## src/rtl/pl_stage_skid.sv

```systemverilog
// Pipeline stage register with a 2-entry skid buffer, carrying a control field and a payload field.
// Latency: 1 cycle in to out; sustains 1 entry/cycle while out_ready_i stays high.
// Backpressure: in_ready_o is decoded from the state flop only (low only when both entries are held).
// Optional statistics counters are enabled by defining PL_STAGE_STATS_EN.
module pl_stage_skid #(
  parameter int CTRL_WIDTH = 16,
  parameter int DATA_WIDTH = 128,
  parameter int CNT_WIDTH  = 16
) (
  input  logic                  clk,
  input  logic                  rst_n,
  input  logic                  flush_i,
  input  logic                  in_valid_i,
  output logic                  in_ready_o,
  input  logic [CTRL_WIDTH-1:0] in_ctrl_i,
  input  logic [DATA_WIDTH-1:0] in_data_i,
  output logic                  out_valid_o,
  input  logic                  out_ready_i,
  output logic [CTRL_WIDTH-1:0] out_ctrl_o,
  output logic [DATA_WIDTH-1:0] out_data_o,
  output logic [CNT_WIDTH-1:0]  stall_cnt_o,
  output logic [CNT_WIDTH-1:0]  flush_cnt_o
);

  // One pipeline entry: control bits are cleared to form bubbles, payload bits are left alone.
  typedef struct packed {
    logic [CTRL_WIDTH-1:0] ctrl;
    logic [DATA_WIDTH-1:0] data;
  } entry_t;

  // EMPTY: nothing held. BUSY: main holds an entry. FULL: main and skid both hold entries.
  typedef enum logic [1:0] {
    ST_EMPTY = 2'd0,
    ST_BUSY  = 2'd1,
    ST_FULL  = 2'd2
  } state_t;

  state_t state_q, state_d;
  entry_t main_q, main_d;
  entry_t skid_q, skid_d;
  entry_t in_entry;

  assign in_entry = {in_ctrl_i, in_data_i};

  // Next-state and register-load decode; flush overrides every handshake outcome.
  always_comb begin
    state_d = state_q;
    main_d  = main_q;
    skid_d  = skid_q;
    if (flush_i) begin
      // Kill both entries; payload bits hold to avoid toggling the wide datapath.
      state_d     = ST_EMPTY;
      main_d.ctrl = '0;
      skid_d.ctrl = '0;
    end else begin
      case (state_q)
        ST_EMPTY: begin
          if (in_valid_i) begin
            main_d  = in_entry;
            state_d = ST_BUSY;
          end
        end
        ST_BUSY: begin
          if (in_valid_i && out_ready_i) begin
            main_d = in_entry;
          end else if (in_valid_i) begin
            // Downstream stalled while upstream still had a ready=1 view: park it in skid.
            skid_d  = in_entry;
            state_d = ST_FULL;
          end else if (out_ready_i) begin
            main_d.ctrl = '0;
            state_d     = ST_EMPTY;
          end
        end
        ST_FULL: begin
          // in_ready_o is low here, so no input can arrive; only the pop matters.
          if (out_ready_i) begin
            main_d      = skid_q;
            skid_d.ctrl = '0;
            state_d     = ST_BUSY;
          end
        end
        default: begin
          state_d     = ST_EMPTY;
          main_d.ctrl = '0;
          skid_d.ctrl = '0;
        end
      endcase
    end
  end

  // State and entry registers with synchronous active-low reset.
  always_ff @(posedge clk) begin
    if (!rst_n) begin
      state_q <= ST_EMPTY;
      main_q  <= '0;
      skid_q  <= '0;
    end else begin
      state_q <= state_d;
      main_q  <= main_d;
      skid_q  <= skid_d;
    end
  end

  assign in_ready_o  = (state_q != ST_FULL);
  assign out_valid_o = (state_q != ST_EMPTY);
  assign out_ctrl_o  = main_q.ctrl;
  assign out_data_o  = main_q.data;

`ifdef PL_STAGE_STATS_EN
  logic [CNT_WIDTH-1:0] stall_cnt_q;
  logic [CNT_WIDTH-1:0] flush_cnt_q;

  // Saturating counters: stalls with an entry presented, and flushes that killed something.
  always_ff @(posedge clk) begin
    if (!rst_n) begin
      stall_cnt_q <= '0;
      flush_cnt_q <= '0;
    end else begin
      if (out_valid_o && !out_ready_i && (stall_cnt_q != {CNT_WIDTH{1'b1}})) begin
        stall_cnt_q <= stall_cnt_q + CNT_WIDTH'(1);
      end
      if (flush_i && (state_q != ST_EMPTY) && (flush_cnt_q != {CNT_WIDTH{1'b1}})) begin
        flush_cnt_q <= flush_cnt_q + CNT_WIDTH'(1);
      end
    end
  end

  assign stall_cnt_o = stall_cnt_q;
  assign flush_cnt_o = flush_cnt_q;
`else
  assign stall_cnt_o = '0;
  assign flush_cnt_o = '0;
`endif

endmodule

```

## config.mk

```make
export PLATFORM = sky130hd
export DESIGN_NAME = pl_stage_skid
export DESIGN_NICKNAME = d
export VERILOG_FILES = /design/src/rtl/pl_stage_skid.sv
export SDC_FILE = /design/constraint.sdc
export NUM_CORES = 1
export LEC_CHECK = 0
export CORE_ASPECT_RATIO = 0.6
export CORE_UTILIZATION = 45
export DETAILED_ROUTE_END_ITERATION = 10
export GPL_ROUTABILITY_DRIVEN = 1
export PLACE_DENSITY_LB_ADDON = 0.05
export SETUP_SLACK_MARGIN = 0.2
export SKIP_CTS_REPAIR_TIMING = 1
export SYNTH_ARGS = -nofsm -noshare
export SYNTH_HDL_FRONTEND = slang
export SYNTH_SLANG_ARGS = --single-unit
```

## constraint.sdc

```tcl
create_clock -name clk -period 1.4 [get_ports clk]
set_input_delay 0.21 -clock clk [delete_from_list [all_inputs] [get_ports clk]]
set_output_delay 0.21 -clock clk [all_outputs]
set_load 0.01 [all_outputs]
```

==> results of run 1 <==
## power breakdown
part	internal [mW]	switching, mW	total [mW]
Clock	4.25	3.23	7.49
Combinational	1.44	1.21	2.66
Sequential	8.53	0.187	8.72
Total	14.2	4.63	18.9
## through the flow
step                      utilization [%]  setup slack [ns]  std cells  area [um2]  power (mW)
after floorplan                         -           -0.0728       1498       13100        9.95
after global placement               59.2            -0.523       2065       16500        11.1
after detailed placement             59.2            -0.568       2065       16500        11.2
after CTS                            62.4            -0.652       2114       17400        18.6
after global routing                 68.1            -0.276       2172       19000        19.5
final                                68.1            -0.221       2172       19000        18.9
## flip-flops by register name (all words and copies together) (netlist names)
name and count:
out_ctrl_o 16, out_data_o 128, skid_q 144, state_q 2
## final cells by class
class | instances | area (um2) | share of cell area, %
timing repair buffer | 430 | 5070 | 26.7
clock buffer | 46 | 880 | 4.64
tap | 367 | 459 | 2.42
clock inverter | 3 | 15.0 | 0.0792
multi-input combinational | 1036 | 6540 | 34.5
sequential | 290 | 5990 | 31.6
## worst min path at each step
stage,from,endpoint,slack [ns],depth (start not counted)
finish,rst_n,out_data_o[127]$_SDFFE_PN0P_,-0.009,3
global route,rst_n,out_data_o[93]$_SDFFE_PN0P_,0.0006,3
CTS,rst_n,out_data_o[127]$_SDFFE_PN0P_,-0.04,3
detailed placement,skid_q[77]$_SDFFE_PN0P_,skid_q[77]$_SDFFE_PN0P_,0.44,2
global placement,out_ctrl_o[7]$_SDFFE_PP0P_,out_ctrl_o[7]$_SDFFE_PP0P_,0.43,2
floorplan,in_data_i[0],skid_q[0]$_SDFFE_PN0P_,0.34,2
## cell families after synthesis
logic type | after synthesis
compound gates | 438
simple gates | 435
other cells | 1
mux | 129
buf+inv | 174
flops | 290
## cell usage in the layout, fill, tap and decap left out, types with 21 or more instances in the layout
cell / n
o21ai_1: 113
a21boi_2: 23
nand2_1: 368
dfxtp_2: 141
a22oi_1: 32
a21boi_1: 105
clkbuf_16: 47
nand2_4: 24
clkdlybuf4s50_1: 146
o21ai_0: 29
nor2_1: 21
dfxtp_1: 146
buf_4: 60
conb_1: 32
buf_6: 156
mux2_2: 128
buf_12: 39
o211ai_1: 128
## per-layer routing
metal	vias to the layer above	global-route usage, %	wire length [um]
met5	-	0	26
met4	4	4.60	683
met3	54	5.10	2810
met2	364	35.4	18600
met1	5725	36.0	19700
li1	5673	-	-
## critical path, cell delays in order (launching register included)
cell and delay [ns]:
dfxtp_2 0.33, buf_4 0.13, and3b_2 0.23, a21oi_4 0.18, or2_4 0.19, buf_12 0.15, clkbuf_16 0.18, o21ai_0 0.09
==> impl_metrics.json, run 1 <==
{
  "startpoint": "state_q[1]$_SDFFE_PP0P_",
  "h-tree-depth": 1,
  "grt_max_degree": 92,
  "core.rowCount": 47,
  "core-area_mm2": 0.0278,
  "violations": "DRC, hold timing, setup timing",
  "max-vdd-ir-drop_v": 0.000727,
  "avgSynthCellArea_um2": 8.77,
  "synthSimpleGateAreaFrac_pct": 13.1,
  "min_period_ns": 1.62,
  "grt_pass1_wl_um": 56900,
  "fin_ws_ns": -0.221,
  "cp-endpoint": "out_data_o[1]$_SDFFE_PN0P_",
  "start_kind": "flip-flop",
  "drtAntennaViolNets": 0,
  "hold_ws_ns": -0.00892,
  "synth_top_cell_area_share_pct": 45.1,
  "wire_per_inst_um": 19.2,
  "cts_sinks": 290,
  "start_util_pct": 46.3,
  "io_buffers": 294,
  "ios": 327,
  "synth_area_mm2": 0.0129,
  "async_reset_ff_share_pct": 0,
  "reg2reg_depth": 7,
  "seq_area_frac_synth_pct": 45.1,
  "synth-main-ff-cell": "dfxtp_1",
  "status": "finished with violations",
  "r2r_start": "state_q[1]$_SDFFE_PP0P_",
  "synth_commonest_cells": "400 x nand2_1, 290 x dfxtp_1, 128 x mux2_2, 128 x o211ai_1, 124 x o21ai_0",
  "cp_max_fo": 12,
  "maxCapViolCount": 0,
  "drcViolationCount": 16,
  "dieHeight_um": 133,
  "post-route-period-util_pct": 116,
  "cts_tree": "done",
  "relSlewSlack_pct": 45.9,
  "yosysUniqueCellTypes": 31,
  "chipWidth_um": 220,
  "cts_buffers": 28,
  "power_density_mw_per_mm2": 995,
  "drtIter0Drc": 780,
  "critPathRequiredTime_ns": 1.83,
  "leakage_nw": 7.37,
  "synthAdderAreaFrac_pct": 0,
  "crit_arrival_ns": 2.05,
  "rsz0062_at_grt": "yes",
  "worstSkewPairLatency_ns": 0.55,
  "yosysWarnings": 0,
  "postSynthCellCount": 1467,
  "fillers": 2202,
  "r2r_slack_ns": -0.22,
  "gp_congestion": 0.796,
  "hold_viol": 1,
  "n_antenna_cell": 0,
  "fmax_ghz": 0.617,
  "hp-class": "in2reg",
  "worst_pin_slew_ns": 0.812,
  "wirelength_um": 41800,
  "grt_pass1_vias": 10300,
  "drv_slew": 0,
  "via_count": 11800,
  "finalClockSkew_ns": 0.00822,
  "synthToLayoutAreaGrowth_pct": 47.3,
  "grtUsageTotal_pct": 24.1,
  "synth_compound_area_share_pct": 22.7,
  "dieArea_mm2": 0.0293,
  "synth-xor-area-share_pct": 0,
  "finalSetupViolations": 259,
  "drive_gt1_share_pct": 36.7,
  "root_buffer": "clkbuf_16",
  "synth_mux_area_share_pct": 11.3,
  "critPathCaptureType": "flip-flop",
  "clk_pin_slew_worst_paths_ns": 0.06,
  "via_per_inst": 5.44,
  "synth_edf_count": 0,
  "yosys-top-cells-area": "dfxtp_1 45%, nand2_1 12%, mux2_2 11%, o211ai_1 7.5%, a21boi_1 7.0%",
  "drt-pass1-iter-count": 8,
  "nets": 1935,
  "cts.path.max_buffers": 3,
  "fin_setup_tns_ns": -39.41,
  "worstSetupPathType": "reg2reg",
  "synth_area_leader_cell": "dfxtp_1",
  "overflow": 0,
  "place_hpwl_um": 24600,
  "synth-seq-cells": 290,
  "r2r_end": "out_data_o[1]$_SDFFE_PN0P_",
  "synth_most_common_cell": "nand2_1",
  "antenna_found_initial": 2,
  "synth_top_family_by_area": "compound AO/OA/AOI/OAI gates"
}
(Power assumes the default switching activity.)
==> inputs of run 2 (changes only) <==
Settings changed: CORE_ASPECT_RATIO 0.6 to 0.75.
==> run 2 against run 1 <==
Compared with the run above: highest routed layer is now met4; setup slack improved by 0.024 ns; combinational power down 7.5%; the flow finishes with violations (setup timing); critical endpoint is now out_data_o[70]$_SDFFE_PN0P_; power up 0.26%; hold slack gained 0.13 ns.
==> impl_metrics.json, run 2 (synthesis results as in run 1) <==
{
  "cts_buffers": 29,
  "report.power.total_mw": 18.9,
  "gp_congestion": 0.776,
  "root_buffer": "clkbuf_16",
  "cts_sinks": 290,
  "antenna_found_initial": 2,
  "ios": 327,
  "via_per_inst": 5.25,
  "leakage_nw": 8.76,
  "nets": 1876,
  "fmax_ghz": 0.626,
  "wire_per_inst_um": 17.7,
  "h-tree-depth": 1,
  "grtUsageTotal_pct": 22.9,
  "final_common_cell": "nand2_1",
  "critPathCaptureType": "flip-flop",
  "io_buffers": 294,
  "cts.path.max_buffers": 3,
  "core.rowCount": 53,
  "place_ws_ns": -0.503,
  "drcViolationCount": 0,
  "largest_reg_flops": 144,
  "multiInputGateArea_mm2": 0.00630,
  "hp-class": "in2reg",
  "seq_area_mm2": 0.00583,
  "drtAntennaViolNets": 0,
  "post-route-period-util_pct": 114,
  "clk_pin_slew_worst_paths_ns": 0.07,
  "chipWidth_um": 197,
  "r2r_slack_ns": -0.20,
  "wirelength_um": 37900,
  "violations": "setup timing",
  "place_hpwl_um": 22300,
  "critPathRequiredTime_ns": 1.83,
  "drv_slew": 0,
  "cts_tree": "done",
  "fin_ws_ns": -0.196,
  "drtIter0Drc": 745,
  "crit_arrival_ns": 2.03,
  "power_density_mw_per_mm2": 1040,
  "fillers": 2354,
  "synthToLayoutAreaGrowth_pct": 41.0,
  "grt_max_degree": 116,
  "max-vdd-ir-drop_v": 0.000928,
  "drive_gt1_share_pct": 17.2,
  "drt-pass1-iter-count": 7,
  "min_period_ns": 1.60,
  "finalSetupViolations": 272,
  "worstHoldEndpoint": "out_data_o[31]$_SDFFE_PN0P_",
  "dieArea_mm2": 0.0293,
  "overflow": 0,
  "most-common-layout-cells": "393 x nand2_1, 277 x dfxtp_1, 146 x clkdlybuf4s50_1",
  "worstHoldStart": "rst_n",
  "r2r_end": "out_data_o[70]$_SDFFE_PN0P_",
  "min_path_cells": 4,
  "grt_pass1_vias": 10300,
  "core-area_mm2": 0.0281,
  "grt_pass1_wl_um": 54900,
  "via_count": 11200,
  "r2r_start": "state_q[0]$_SDFFE_PP0P_",
  "cp_max_fo": 9,
  "rsz0062_at_grt": "yes",
  "start_kind": "flip-flop",
  "dieHeight_um": 148,
  "worstSkewPairLatency_ns": 0.55,
  "worstSetupPathType": "reg2reg",
  "status": "finished with violations",
  "reg2reg_depth": 6,
  "start_util_pct": 45.9,
  "maxCapViolCount": 0,
  "regMostFlops": "skid_q",
  "finalClockSkew_ns": 0.00855,
  "hold_viol": 0
}
==> run 2: changes by cell type in the layout (fill, tap and decap cells not counted), sizes merged, moves of 2 or more <==
cell / previous run / this run
clkbuf: 66 / 58
dlymetal6s2s: 1 / 133
clkinv: 3 / 5
buf: 261 / 79
diode: 0 / 3
==> run 2: power breakdown <==
group | leakage [nW] | switching [mW] | internal, mW | total (mW)
registers | 2.36 | 0.134 | 8.50 | 8.63
clock network | 0.481 | 3.27 | 4.55 | 7.82
logic | 5.92 | 1.14 | 1.32 | 2.46
total | 8.76 | 4.54 | 14.4 | 18.9
==> run 2: layout make-up <==
cell class	count	share of cell area, %
Timing Repair Buffer	372	25.2
Clock inverter	7	0.352
Antenna cell	3	0.0414
Sequential cell	290	32.1
Multi-Input combinational cell	1034	34.7
Tap cell	385	2.65
Clock buffer	45	4.94
==> run 2: metrics by stage <==
| stage | instances | instance area (um2) | setup TNS, ns | utilization (%) | hold WS [ns] |
|---|---|---|---|---|---|
| 5_1_grt | 2134 | 18100 | -48.09 | 64.7 | 0.128 |
| 6_report | 2136 | 18100 | -30.39 | 64.7 | 0.121 |
| 3_3_place_gp | 2054 | 16200 | -104.80 | 57.7 | 0.437 |
| 2_1_floorplan | 1498 | 13100 | -14.51 | - | 0.345 |
| 4_1_cts | 2106 | 17100 | -94.21 | 61.1 | -0.0653 |
| 3_5_place_dp | 2054 | 16200 | -116.21 | 57.7 | 0.441 |
==> run 2: how the worst max path moves through the flow <==
stage / startpoint / endpoint / cells past startpoint
finish: state_q[0]$_SDFFE_PP0P_ / out_data_o[70]$_SDFFE_PN0P_ / 6
global route: state_q[0]$_SDFFE_PP0P_ / out_data_o[47]$_SDFFE_PN0P_ / 6
CTS: state_q[0]$_SDFFE_PP0P_ / in_ready_o / 3
detailed placement: out_ready_i / out_data_o[69]$_SDFFE_PN0P_ / 6
global placement: out_ready_i / out_data_o[7]$_SDFFE_PN0P_ / 7
floorplan: state_q[0]$_SDFFE_PP0P_ / out_data_o[11]$_SDFFE_PN0P_ / 8
==> run 2: metal layers <==
| layer | wire length [um] | global-route usage (%) | up-vias |
|---|---|---|---|
| met2 | 17100 | 35.6 | 301 |
| met3 | 2860 | 6.10 | 54 |
| met5 | 0 | 0 | - |
| li1 | - | - | 5537 |
| met4 | 794 | 6.09 | 0 |
| met1 | 17100 | 31.3 | 5330 |
==> run 2: worst max-delay path, cell delays in order, from the launching register on <==
cell	delay, ns
dfxtp_4	0.37
and3b_2	0.23
a21oi_4	0.20
or2_4	0.20
buf_12	0.18
clkbuf_16	0.19
o21ai_0	0.09
